### config.mk
export PLATFORM = sky130hd
export DESIGN_NAME = clk_gen_ctrl
export DESIGN_NICKNAME = d
export VERILOG_FILES = /design/src/rtl/clk_gen_ctrl.sv
export SDC_FILE = /design/constraint.sdc
export NUM_CORES = 1
export LEC_CHECK = 0
export BUFFER_PORTS_ARGS = -buffer_cell sky130_fd_sc_hd__buf_2
export CAP_MARGIN = 30
export CORE_MARGIN = 2
export CORE_UTILIZATION = 50
export DETAILED_ROUTE_END_ITERATION = 10
export PLACE_DENSITY = 0.75
export SKIP_CTS_REPAIR_TIMING = 1
export SYNTH_ARGS = -nofsm -noshare
export SYNTH_HDL_FRONTEND = slang
export SYNTH_SLANG_ARGS = --single-unit
### constraint.sdc
create_clock -name clk -period 1.4 [get_ports clk]
set_input_delay 0.07 -clock clk [delete_from_list [all_inputs] [get_ports clk]]
set_output_delay 0.07 -clock clk [all_outputs]
set_load 0.005 [all_outputs]
### src/rtl/clk_gen_ctrl.sv
// Clock-domain control: reset synchronizer, free-running divider and CPU clock-enable.
// Single-step debounce logic is compiled in only when CLK_GEN_STEP_EN is defined.
module clk_gen_ctrl #(
  parameter int CNT_W           = 32,
  parameter int DEBOUNCE_CYCLES = 2000000
) (
  input  logic             clk,
  input  logic             rstn,
  input  logic             step_mode,
  input  logic             step_btn,
  input  logic [4:0]       div_sel,
  output logic             rst_sync_n,
  output logic [CNT_W-1:0] clkdiv,
  output logic             cpu_ce
);

  logic             rst_meta;
  logic [CNT_W-1:0] mask;
  logic             run_hit;
  logic             ce_nxt;

  always_ff @(posedge clk or negedge rstn) begin
    if (!rstn) {rst_sync_n, rst_meta} <= 2'b00;
    else       {rst_sync_n, rst_meta} <= {rst_meta, 1'b1};
  end

  always_ff @(posedge clk or negedge rst_sync_n) begin
    if (!rst_sync_n) clkdiv <= '0;
    else             clkdiv <= clkdiv + CNT_W'(1);
  end

  // Selects would exceed CNT_W saturate to the full counter: one pulse per wrap.
  always_comb begin
    mask = '0;
    for (int i = 0; i < CNT_W; i++) mask[i] = (i <= int'(div_sel));
  end

  assign run_hit = ((clkdiv & mask) == mask);

`ifdef CLK_GEN_STEP_EN
  localparam int DB_W = (DEBOUNCE_CYCLES > 2) ? $clog2(DEBOUNCE_CYCLES) : 1;
  localparam logic [DB_W-1:0] DB_LAST = DB_W'(DEBOUNCE_CYCLES - 1);

  typedef enum logic [1:0] {IDLE, PRESS_CHK, HELD, REL_CHK} db_state_t;

  db_state_t       state;
  logic [1:0]      mode_sr, btn_sr;
  logic            mode_s, btn_s;
  logic [DB_W-1:0] db_cnt;
  logic            step_pulse;

  assign mode_s = mode_sr[1];
  assign btn_s  = btn_sr[1];

  always_ff @(posedge clk or negedge rst_sync_n) begin
    if (!rst_sync_n) begin
      mode_sr    <= 2'b00;
      btn_sr     <= 2'b00;
      state      <= IDLE;
      db_cnt     <= '0;
      step_pulse <= 1'b0;
    end else begin
      mode_sr    <= {mode_sr[0], step_mode};
      btn_sr     <= {btn_sr[0], step_btn};
      step_pulse <= 1'b0;
      if (!mode_s) begin
        state  <= IDLE;
        db_cnt <= '0;
      end else begin
        case (state)
          IDLE: if (btn_s) begin
            state  <= PRESS_CHK;
            db_cnt <= '0;
          end
          PRESS_CHK:
            if (!btn_s) state <= IDLE;
            else if (db_cnt == DB_LAST) begin
              state      <= HELD;
              step_pulse <= 1'b1;
            end else db_cnt <= db_cnt + DB_W'(1);
          HELD: if (!btn_s) begin
            state  <= REL_CHK;
            db_cnt <= '0;
          end
          REL_CHK:
            if (btn_s) state <= HELD;
            else if (db_cnt == DB_LAST) state <= IDLE;
            else db_cnt <= db_cnt + DB_W'(1);
          default: state <= IDLE;
        endcase
      end
    end
  end

  // A step pulse caught by a mode change is dropped rather than replayed.
  assign ce_nxt = mode_s ? step_pulse : run_hit;
`else
  logic unused_step;
  assign unused_step = step_mode ^ step_btn;
  assign ce_nxt      = run_hit;
`endif

  always_ff @(posedge clk or negedge rst_sync_n) begin
    if (!rst_sync_n) cpu_ce <= 1'b0;
    else             cpu_ce <= ce_nxt;
  end

endmodule

==> qor.json, run 1 <==
{
  "place_congestion": {"value": 0.922},
  "initial_core_utilization": {"value": 51.5, "unit": "%"},
  "cellPowerDensity": {"value": 711, "unit": "nW/um^2"},
  "cts_tree": {"value": "yes"},
  "synth_xor_xnor_area_share": {"value": 14.2, "unit": "%"},
  "drt_first_iter_violations": {"value": 134},
  "drt_pre_antenna_iters": {"value": 4},
  "clock_tree.buffer_depth": {"value": 2},
  "count_of_standard_cell_rows": {"value": 22},
  "initial_antenna_violation_count": {"value": 0},
  "route.antenna.remaining_nets": {"value": 0},
  "syn-num-nets": {"value": 200},
  "worst_setup_timing_slack_at_the_placement_stage": {"value": -0.155, "unit": "ns"},
  "dominantRegCellSynth": {"value": "sky130_fd_sc_hd__dfrtp_1"},
  "dp_area": {"value": 2400, "unit": "sq um"},
  "synth-edff-count": {"value": 0},
  "syn-cell-area": {"value": 1860, "unit": "sq um"},
  "dp_hpwl": {"value": 3.57, "unit": "mm"},
  "required": {"value": 1.58, "unit": "ns"},
  "proportion_of_layout_cells_with_a_drive_suffix_above_1": {"value": 48.0, "unit": "%"},
  "internal-power": {"value": 1.50, "unit": "mW"},
  "cts-buffers-inserted": {"value": 5},
  "portBuffers": {"value": 40},
  "top_cell_types_by_occurrence_after_synthesis": {"value": "35 x sky130_fd_sc_hd__dfrtp_1, 18 x sky130_fd_sc_hd__nand2_1, 18 x sky130_fd_sc_hd__nor2_1, 18 x sky130_fd_sc_hd__xnor2_1, 12 x sky130_fd_sc_hd__xor2_1"},
  "synth.yosys.seq_area_share": {"value": 47.2, "unit": "%"},
  "synth_simple_gate_area_share": {"value": 22.6, "unit": "%"},
  "crit_arrival": {"value": 1.77, "unit": "ns"},
  "power_switching_share": {"value": 22.6, "unit": "%"},
  "critical_path.endpoint_type": {"value": "flip-flop"},
  "timing.setup.tns": {"value": -1.66, "unit": "ns"},
  "clockRootBuffer": {"value": "sky130_fd_sc_hd__clkbuf_8"},
  "cts.clk_slew.worst_paths": {"value": 0.07, "unit": "ns"},
  "die-area": {"value": 4210, "unit": "sq um"},
  "largest_family_of_logic_cells_by_synthesized_area": {"value": "simple AND/OR/NAND/NOR gates"},
  "path_class": {"value": "flip-flop to flip-flop"},
  "rr_worst_depth": {"value": 6},
  "route.detailed.vias_per_inst": {"value": 5.37},
  "cts-htree-levels": {"value": 2},
  "die-height": {"value": 64.9, "unit": "um"},
  "cts_num_sinks": {"value": 35},
  "synth_compound_area_share": {"value": 10.4, "unit": "%"},
  "status": {"value": "finished, violations left"},
  "antennaDiodeCount": {"value": 0},
  "synth.yosys.warnings": {"value": 0},
  "number_of_instances_in_the_synthesized_netlist": {"value": 190},
  "worst_hold_margin": {"value": 0.0821, "unit": "ns"},
  "yosys.cell_count.top_type": {"value": "sky130_fd_sc_hd__dfrtp_1"},
  "layoutNonFillerInstCount": {"value": 329},
  "layout.nets": {"value": 290},
  "final_period_util": {"value": 114, "unit": "%"},
  "final.setup.worst_slack": {"value": -0.194, "unit": "ns"},
  "power.share.sequential": {"value": 52.4, "unit": "%"},
  "routed_wire_length_per_instance": {"value": 15.4, "unit": "um"},
  "dp.cells": {"value": 312},
  "slew_violations": {"value": 0},
  "p_leak": {"value": 1.42, "unit": "nW"},
  "route.detailed.drc": {"value": 0},
  "cp_max_fo": {"value": 3},
  "violations_in_the_final_reports": {"value": "negative setup slack"},
  "grt_pass1_vias": {"value": 1538},
  "fill_cells": {"value": 274},
  "chipWidth": {"value": 64.9, "unit": "um"},
  "yosys_top_cell_area_share": {"value": 47.2, "unit": "%"},
  "netlist_top_cells_area": {"value": "sky130_fd_sc_hd__dfrtp_1 47%, sky130_fd_sc_hd__xnor2_1 8.5%, sky130_fd_sc_hd__xor2_1 5.7%"},
  "post_synth_mux_area_share": {"value": 0, "unit": "%"},
  "ir_drop": {"value": 0.728, "unit": "mV"},
  "fin_area": {"value": 2730, "unit": "sq um"},
  "rr_startpoint": {"value": "clkdiv[1]"},
  "reported_net_switching_power": {"value": 0.438, "unit": "mW"},
  "holdCritPathClass": {"value": "primary input to asynchronous set/reset pin"},
  "worst-r2r-setup-slack": {"value": -0.19, "unit": "ns"},
  "grt_usage": {"value": 23.3, "unit": "%"},
  "grt_setup_unrepaired": {"value": "true"},
  "reg2reg_to": {"value": "clkdiv[16]"},
  "netlist-cell-type-count": {"value": 43},
  "synth.avg_cell_area": {"value": 9.77, "unit": "sq um"},
  "timing.fmax": {"value": 627, "unit": "MHz"},
  "gr-total-overflow": {"value": 0},
  "power_frac_clock": {"value": 41.8, "unit": "%"},
  "dr_total_vias": {"value": 1768},
  "maximum_number_of_pins_on_one_net_before_global_route_repair": {"value": 18},
  "clock_tree_skew_after_final_layout": {"value": 0.00637, "unit": "ns"},
  "clkLatencyLatePin": {"value": 0.30, "unit": "ns"},
  "grt_first_pass_wirelength": {"value": 7.39, "unit": "mm"},
  "setup_viol": {"value": 17},
  "layout-area-overhead-vs-synth": {"value": 47.0, "unit": "%"},
  "detail_route.wirelength": {"value": 5.06, "unit": "mm"},
  "cap_viol_max_count": {"value": 0},
  "synth_largest_area_cell": {"value": "sky130_fd_sc_hd__dfrtp_1"},
  "placeable_core_area": {"value": 3610, "unit": "sq um"},
  "io_pins": {"value": 43},
  "final_period_minus_worst_setup_slack": {"value": 1.59, "unit": "ns"},
  "timing.final.hold_violations": {"value": 0},
  "ys_seq_elements": {"value": 35},
  "p_comb_share": {"value": 5.8, "unit": "%"},
  "async_flop_share": {"value": 100, "unit": "%"},
  "synth-adder-area-share": {"value": 1.28, "unit": "%"},
  "crit_start_category": {"value": "flip-flop"}
}
## routing by layer
layer | GRT usage [%] | vias up | routed length (um)
met5 | 0 | - | 0
met4 | 5.85 | 0 | 55
met3 | 6.77 | 8 | 337
met2 | 37.9 | 62 | 2510
met1 | 30.5 | 850 | 2160
li1 | - | 848 | -
## power groups by stage
stage	Sequential (mW)	Clock (mW)	Combinational [mW]
5_1_grt	1.02	0.871	0.123
3_3_place_gp	1.04	0	0.107
2_1_floorplan	1.05	0	0.0565
6_report	1.02	0.811	0.112
4_1_cts	1.02	0.826	0.109
3_5_place_dp	1.04	0	0.108
## logic make-up after synthesis
group / after synthesis
other: 1
XOR/XNOR: 30
AO/OA/AOI/OAI: 30
adder cells (fa/ha/maj): 2
flip-flops: 35
AND/OR/NAND/NOR: 76
buffers and inverters: 16
## cells in the final DEF (no fill, tap or decap), types with 8 or more instances in the layout
cell                      Yosys  routed
sky130_fd_sc_hd__buf_4        0      46
sky130_fd_sc_hd__buf_2        2      40
sky130_fd_sc_hd__xnor2_1     18      16
sky130_fd_sc_hd__nor2_1      18      11
sky130_fd_sc_hd__xor2_1      12      12
sky130_fd_sc_hd__nand4_1      8       8
sky130_fd_sc_hd__nand2_1     18      11
sky130_fd_sc_hd__dfrtp_1     35      32
sky130_fd_sc_hd__a21oi_1      9       9
## flip-flops by register name, summed over array words and instances (netlist names)
name        flops
rst_sync_n      1
rst_meta        1
cpu_ce          1
clkdiv         32
## worst max-delay path, stage by stage (launching register included)
cell                      delay, ns
sky130_fd_sc_hd__dfrtp_1       0.38
sky130_fd_sc_hd__ha_2          0.23
sky130_fd_sc_hd__nand2_4       0.08
sky130_fd_sc_hd__nor4_4        0.37
sky130_fd_sc_hd__nand2_2       0.13
sky130_fd_sc_hd__buf_4         0.16
sky130_fd_sc_hd__xnor2_1       0.12
## metrics by stage
stage | total power [mW] | utilization (%)
2_1_floorplan | 1.10 | -
3_3_place_gp | 1.14 | 66.7
3_5_place_dp | 1.14 | 66.7
4_1_cts | 1.95 | 69.4
5_1_grt | 2.01 | 75.6
6_report | 1.94 | 75.6
## worst max-delay path by stage
stage / to / from
after CTS: cpu_ce / clkdiv[2]
after detailed placement: cpu_ce / clkdiv[2]
after global placement: clkdiv[18] / clkdiv[1]
after global routing: clkdiv[16] / clkdiv[1]
after floorplan: clkdiv[26] / clkdiv[11]
final: clkdiv[16] / clkdiv[1]
## final cells by class
| type | instances | area (sq um) | area share [%] |
|---|---|---|---|
| multi-input cells | 139 | 1060 | 38.8 |
| flip-flops and latches | 35 | 880 | 32.2 |
| well taps | 48 | 60.1 | 2.20 |
| repair buffers | 91 | 601 | 22.0 |
| clock buffers | 8 | 100 | 3.67 |
| inverters | 8 | 30.0 | 1.10 |
(Power assumes the default switching activity.)
==> run 2: changes to the inputs <==
--- a/config.mk
+++ b/config.mk
@@ -11,6 +11,7 @@
 export CORE_UTILIZATION = 50
 export DETAILED_ROUTE_END_ITERATION = 10
 export PLACE_DENSITY = 0.75
+export SETUP_SLACK_MARGIN = 0.05
 export SKIP_CTS_REPAIR_TIMING = 1
 export SYNTH_ARGS = -nofsm -noshare
 export SYNTH_HDL_FRONTEND = slang
==> run 2 against run 1 <==
Compared with the run above: total power decreased by 7.7%; clock-buffer cell count is 2 lower; sequential power about the same; the flow still finishes with violations (negative setup slack); global-route usage is 1.6 points higher; worst setup slack gained 0.060 ns; sequential share of layout area down 0.16 points; worst hold slack better by 0.0022 ns; final cell count is 0.61% higher; critical path depth unchanged; critical path type unchanged; highest routed layer unchanged.
==> qor.json, run 2 (same netlist as run 1, synthesis figures left out) <==
{
  "internal-power": {"value": 1.39, "unit": "mW", "change": "-7.8%"},
  "dr_total_vias": {"value": 1827, "change": "+3.3%"},
  "clkLatencyLatePin": {"value": 0.29, "unit": "ns", "change": "about the same"},
  "cp_max_fo": {"value": 4, "change": "+1"},
  "dp_hpwl": {"value": 3.56, "unit": "mm", "change": "-0.36%"},
  "power_frac_clock": {"value": 36.9, "unit": "%", "change": "-4.9 points"},
  "critical_path.endpoint_type": {"value": "flip-flop"},
  "proportion_of_layout_cells_with_a_drive_suffix_above_1": {"value": 49.1, "unit": "%", "change": "+1.1 points"},
  "route.detailed.vias_per_inst": {"value": 5.52, "change": "+2.7%"},
  "cap_viol_max_count": {"value": 0, "change": "unchanged"},
  "status": {"value": "finished, violations left"},
  "power_switching_share": {"value": 22.6, "unit": "%", "change": "+0.076 points"},
  "route.antenna.remaining_nets": {"value": 0, "change": "unchanged"},
  "drt_pre_antenna_iters": {"value": 4, "change": "unchanged"},
  "portBuffers": {"value": 40, "change": "unchanged"},
  "timing.final.hold_violations": {"value": 0, "change": "unchanged"},
  "routed_wire_length_per_instance": {"value": 15.3, "unit": "um", "change": "-0.78%"},
  "placeable_core_area": {"value": 3610, "unit": "sq um", "change": "unchanged"},
  "reported_net_switching_power": {"value": 0.405, "unit": "mW", "change": "-7.4%"},
  "clock_tree_skew_after_final_layout": {"value": 0.00786, "unit": "ns", "change": "+0.00149 ns"},
  "grt_first_pass_wirelength": {"value": 7.92, "unit": "mm", "change": "+7.2%"},
  "most_prevalent_standard_cell_on_the_critical_path": {"value": "sky130_fd_sc_hd__buf_4"},
  "power.share.sequential": {"value": 56.8, "unit": "%", "change": "+4.4 points"},
  "ir_drop": {"value": 0.538, "unit": "mV", "change": "-26%"},
  "seqCellArea": {"value": 878, "unit": "sq um", "change": "-0.14%"},
  "worst-r2r-setup-slack": {"value": -0.13, "unit": "ns", "change": "+0.06 ns"},
  "p_comb_share": {"value": 6.3, "unit": "%", "change": "+0.5 points"},
  "clock_tree.buffer_depth": {"value": 2, "change": "unchanged"},
  "critical_path.cell_chain": {"value": "buf_4, nand2_4, nor4_4, nand2_2, buf_4, xnor2_2"},
  "timing.critical_path.slowest_stage_cell": {"value": "sky130_fd_sc_hd__dfrtp_1"},
  "fin_area": {"value": 2740, "unit": "sq um", "change": "+0.37%"},
  "clockRootBuffer": {"value": "sky130_fd_sc_hd__clkbuf_8"},
  "holdCritPathClass": {"value": "primary input to asynchronous set/reset pin"},
  "slew_violations": {"value": 0, "change": "unchanged"},
  "timing.setup.tns": {"value": -0.989, "unit": "ns", "change": "+0.670 ns"},
  "final.setup.worst_slack": {"value": -0.134, "unit": "ns", "change": "+0.0602 ns"},
  "slowest_delay": {"value": 0.43, "unit": "ns", "change": "+0.05 ns"},
  "timing.fmax": {"value": 652, "unit": "MHz", "change": "+3.9%"},
  "gr-total-overflow": {"value": 0, "change": "unchanged"},
  "final_cell_mix": {"value": "50 x sky130_fd_sc_hd__buf_4, 40 x sky130_fd_sc_hd__buf_2, 33 x sky130_fd_sc_hd__dfrtp_1, 17 x sky130_fd_sc_hd__xnor2_1, 12 x sky130_fd_sc_hd__xor2_1"},
  "final_period_util": {"value": 110, "unit": "%", "change": "-4.3 points"},
  "cts.clk_slew.worst_paths": {"value": 0.07, "unit": "ns", "change": "about the same"},
  "rr_startpoint": {"value": "clkdiv[2]"},
  "rr_worst_depth": {"value": 6, "change": "unchanged"},
  "grt_pass1_vias": {"value": 1667, "change": "+8.4%"},
  "p_leak": {"value": 1.41, "unit": "nW", "change": "-0.63%"},
  "violations_in_the_final_reports": {"value": "negative setup slack"},
  "worst_setup_timing_slack_at_the_placement_stage": {"value": -0.150, "unit": "ns", "change": "+0.00519 ns"},
  "multiInputGateArea": {"value": 1070, "unit": "sq um", "change": "+0.83%"},
  "cellPowerDensity": {"value": 654, "unit": "nW/um^2", "change": "-8.0%"},
  "count_of_standard_cell_rows": {"value": 22, "change": "unchanged"},
  "leading_cell_type_in_the_layout_fill_and_taps_excluded": {"value": "sky130_fd_sc_hd__buf_4"},
  "required": {"value": 1.57, "unit": "ns", "change": "about the same"},
  "crit_start_category": {"value": "flip-flop"},
  "route.detailed.drc": {"value": 0, "change": "unchanged"},
  "place_congestion": {"value": 0.878, "change": "-4.8%"},
  "initial_antenna_violation_count": {"value": 0, "change": "unchanged"},
  "layout.nets": {"value": 294, "change": "+1.4%"},
  "dp.cells": {"value": 319, "change": "+2.2%"},
  "cts-buffers-inserted": {"value": 5, "change": "unchanged"},
  "chipWidth": {"value": 64.9, "unit": "um", "change": "unchanged"},
  "dp_area": {"value": 2460, "unit": "sq um", "change": "+2.2%"},
  "cts_num_sinks": {"value": 35, "change": "unchanged"},
  "final_period_minus_worst_setup_slack": {"value": 1.53, "unit": "ns", "change": "-0.0602 ns"},
  "fill_cells": {"value": 262, "change": "-4.4%"},
  "initial_core_utilization": {"value": 51.5, "unit": "%", "change": "unchanged"},
  "die-height": {"value": 64.9, "unit": "um", "change": "unchanged"},
  "largest-register": {"value": "clkdiv"},
  "drt_first_iter_violations": {"value": 119, "change": "-11%"},
  "setup_viol": {"value": 13, "change": "-4"},
  "antennaDiodeCount": {"value": 0, "change": "unchanged"},
  "die-area": {"value": 4210, "unit": "sq um", "change": "unchanged"},
  "max_reg_flops": {"value": 32, "change": "unchanged"},
  "layout-area-overhead-vs-synth": {"value": 47.5, "unit": "%"},
  "reg2reg_to": {"value": "clkdiv[16]"},
  "maximum_number_of_pins_on_one_net_before_global_route_repair": {"value": 20, "change": "+2"},
  "detail_route.wirelength": {"value": 5.05, "unit": "mm", "change": "-0.18%"},
  "layoutNonFillerInstCount": {"value": 331, "change": "+0.61%"},
  "crit_arrival": {"value": 1.71, "unit": "ns", "change": "-0.06 ns"},
  "io_pins": {"value": 43, "change": "unchanged"},
  "cts-htree-levels": {"value": 2, "change": "unchanged"},
  "cts_tree": {"value": "yes"},
  "grt_setup_unrepaired": {"value": "true"},
  "path_class": {"value": "flip-flop to flip-flop"},
  "grt_usage": {"value": 24.9, "unit": "%", "change": "+1.6 points"}
}
## run 2: worst max-delay path, delay by kind of cell, from the launching register on
family,cells,cell delay [ns]
xor gates and xnor gates,1,0.12
DFF,1,0.43
buffers and inverters,2,0.34
and+or+nand+nor,3,0.54
## run 2: how the worst max path moves through the flow
stage,from,endpoint,slack [ns],cells after the start
5_1_grt,clkdiv[1],clkdiv[22],-0.25,6
4_1_cts,clkdiv[4],clkdiv[30],-0.22,5
2_1_floorplan,clkdiv[11],clkdiv[26],-0.1,6
6_report,clkdiv[2],clkdiv[16],-0.13,6
3_3_place_gp,clkdiv[4],clkdiv[26],-0.11,5
3_5_place_dp,clkdiv[4],clkdiv[30],-0.15,5
## run 2: layout make-up
cell class                      instances  area share (%)
Inverter                                8            1.10
Clock buffer                            6            2.65
Sequential cell                        35            32.1
Multi-Input combinational cell        139            38.9
Tap cell                               48            2.19
Timing Repair Buffer                   95            23.0
## run 2: power groups by stage
| stage | sequential (mW) | combinational, mW | clock, mW |
|---|---|---|---|
| after floorplan | 1.05 | 0.0565 | 0 |
| after global placement | 1.04 | 0.107 | 0 |
| after detailed placement | 1.04 | 0.107 | 0 |
| after CTS | 1.02 | 0.108 | 0.674 |
| after global routing | 1.02 | 0.126 | 0.719 |
| final | 1.02 | 0.113 | 0.661 |
## run 2: metrics by stage
stage / total power [mW] / hold slack (ns) / util, %
after floorplan: 1.10 / -0.226 / -
after global placement: 1.14 / -0.143 / 68.1
after detailed placement: 1.14 / -0.142 / 68.1
after CTS: 1.80 / -0.450 / 70.1
after global routing: 1.86 / 0.0966 / 75.9
final: 1.79 / 0.0843 / 75.9
## run 2: layer usage
metal,vias up,global-route usage [%],share of wire (%)
met1,894,34.3,44
met5,-,0,0
met2,74,39.4,49
met3,7,5.38,6.1
li1,852,-,-
met4,0,7.18,1.3
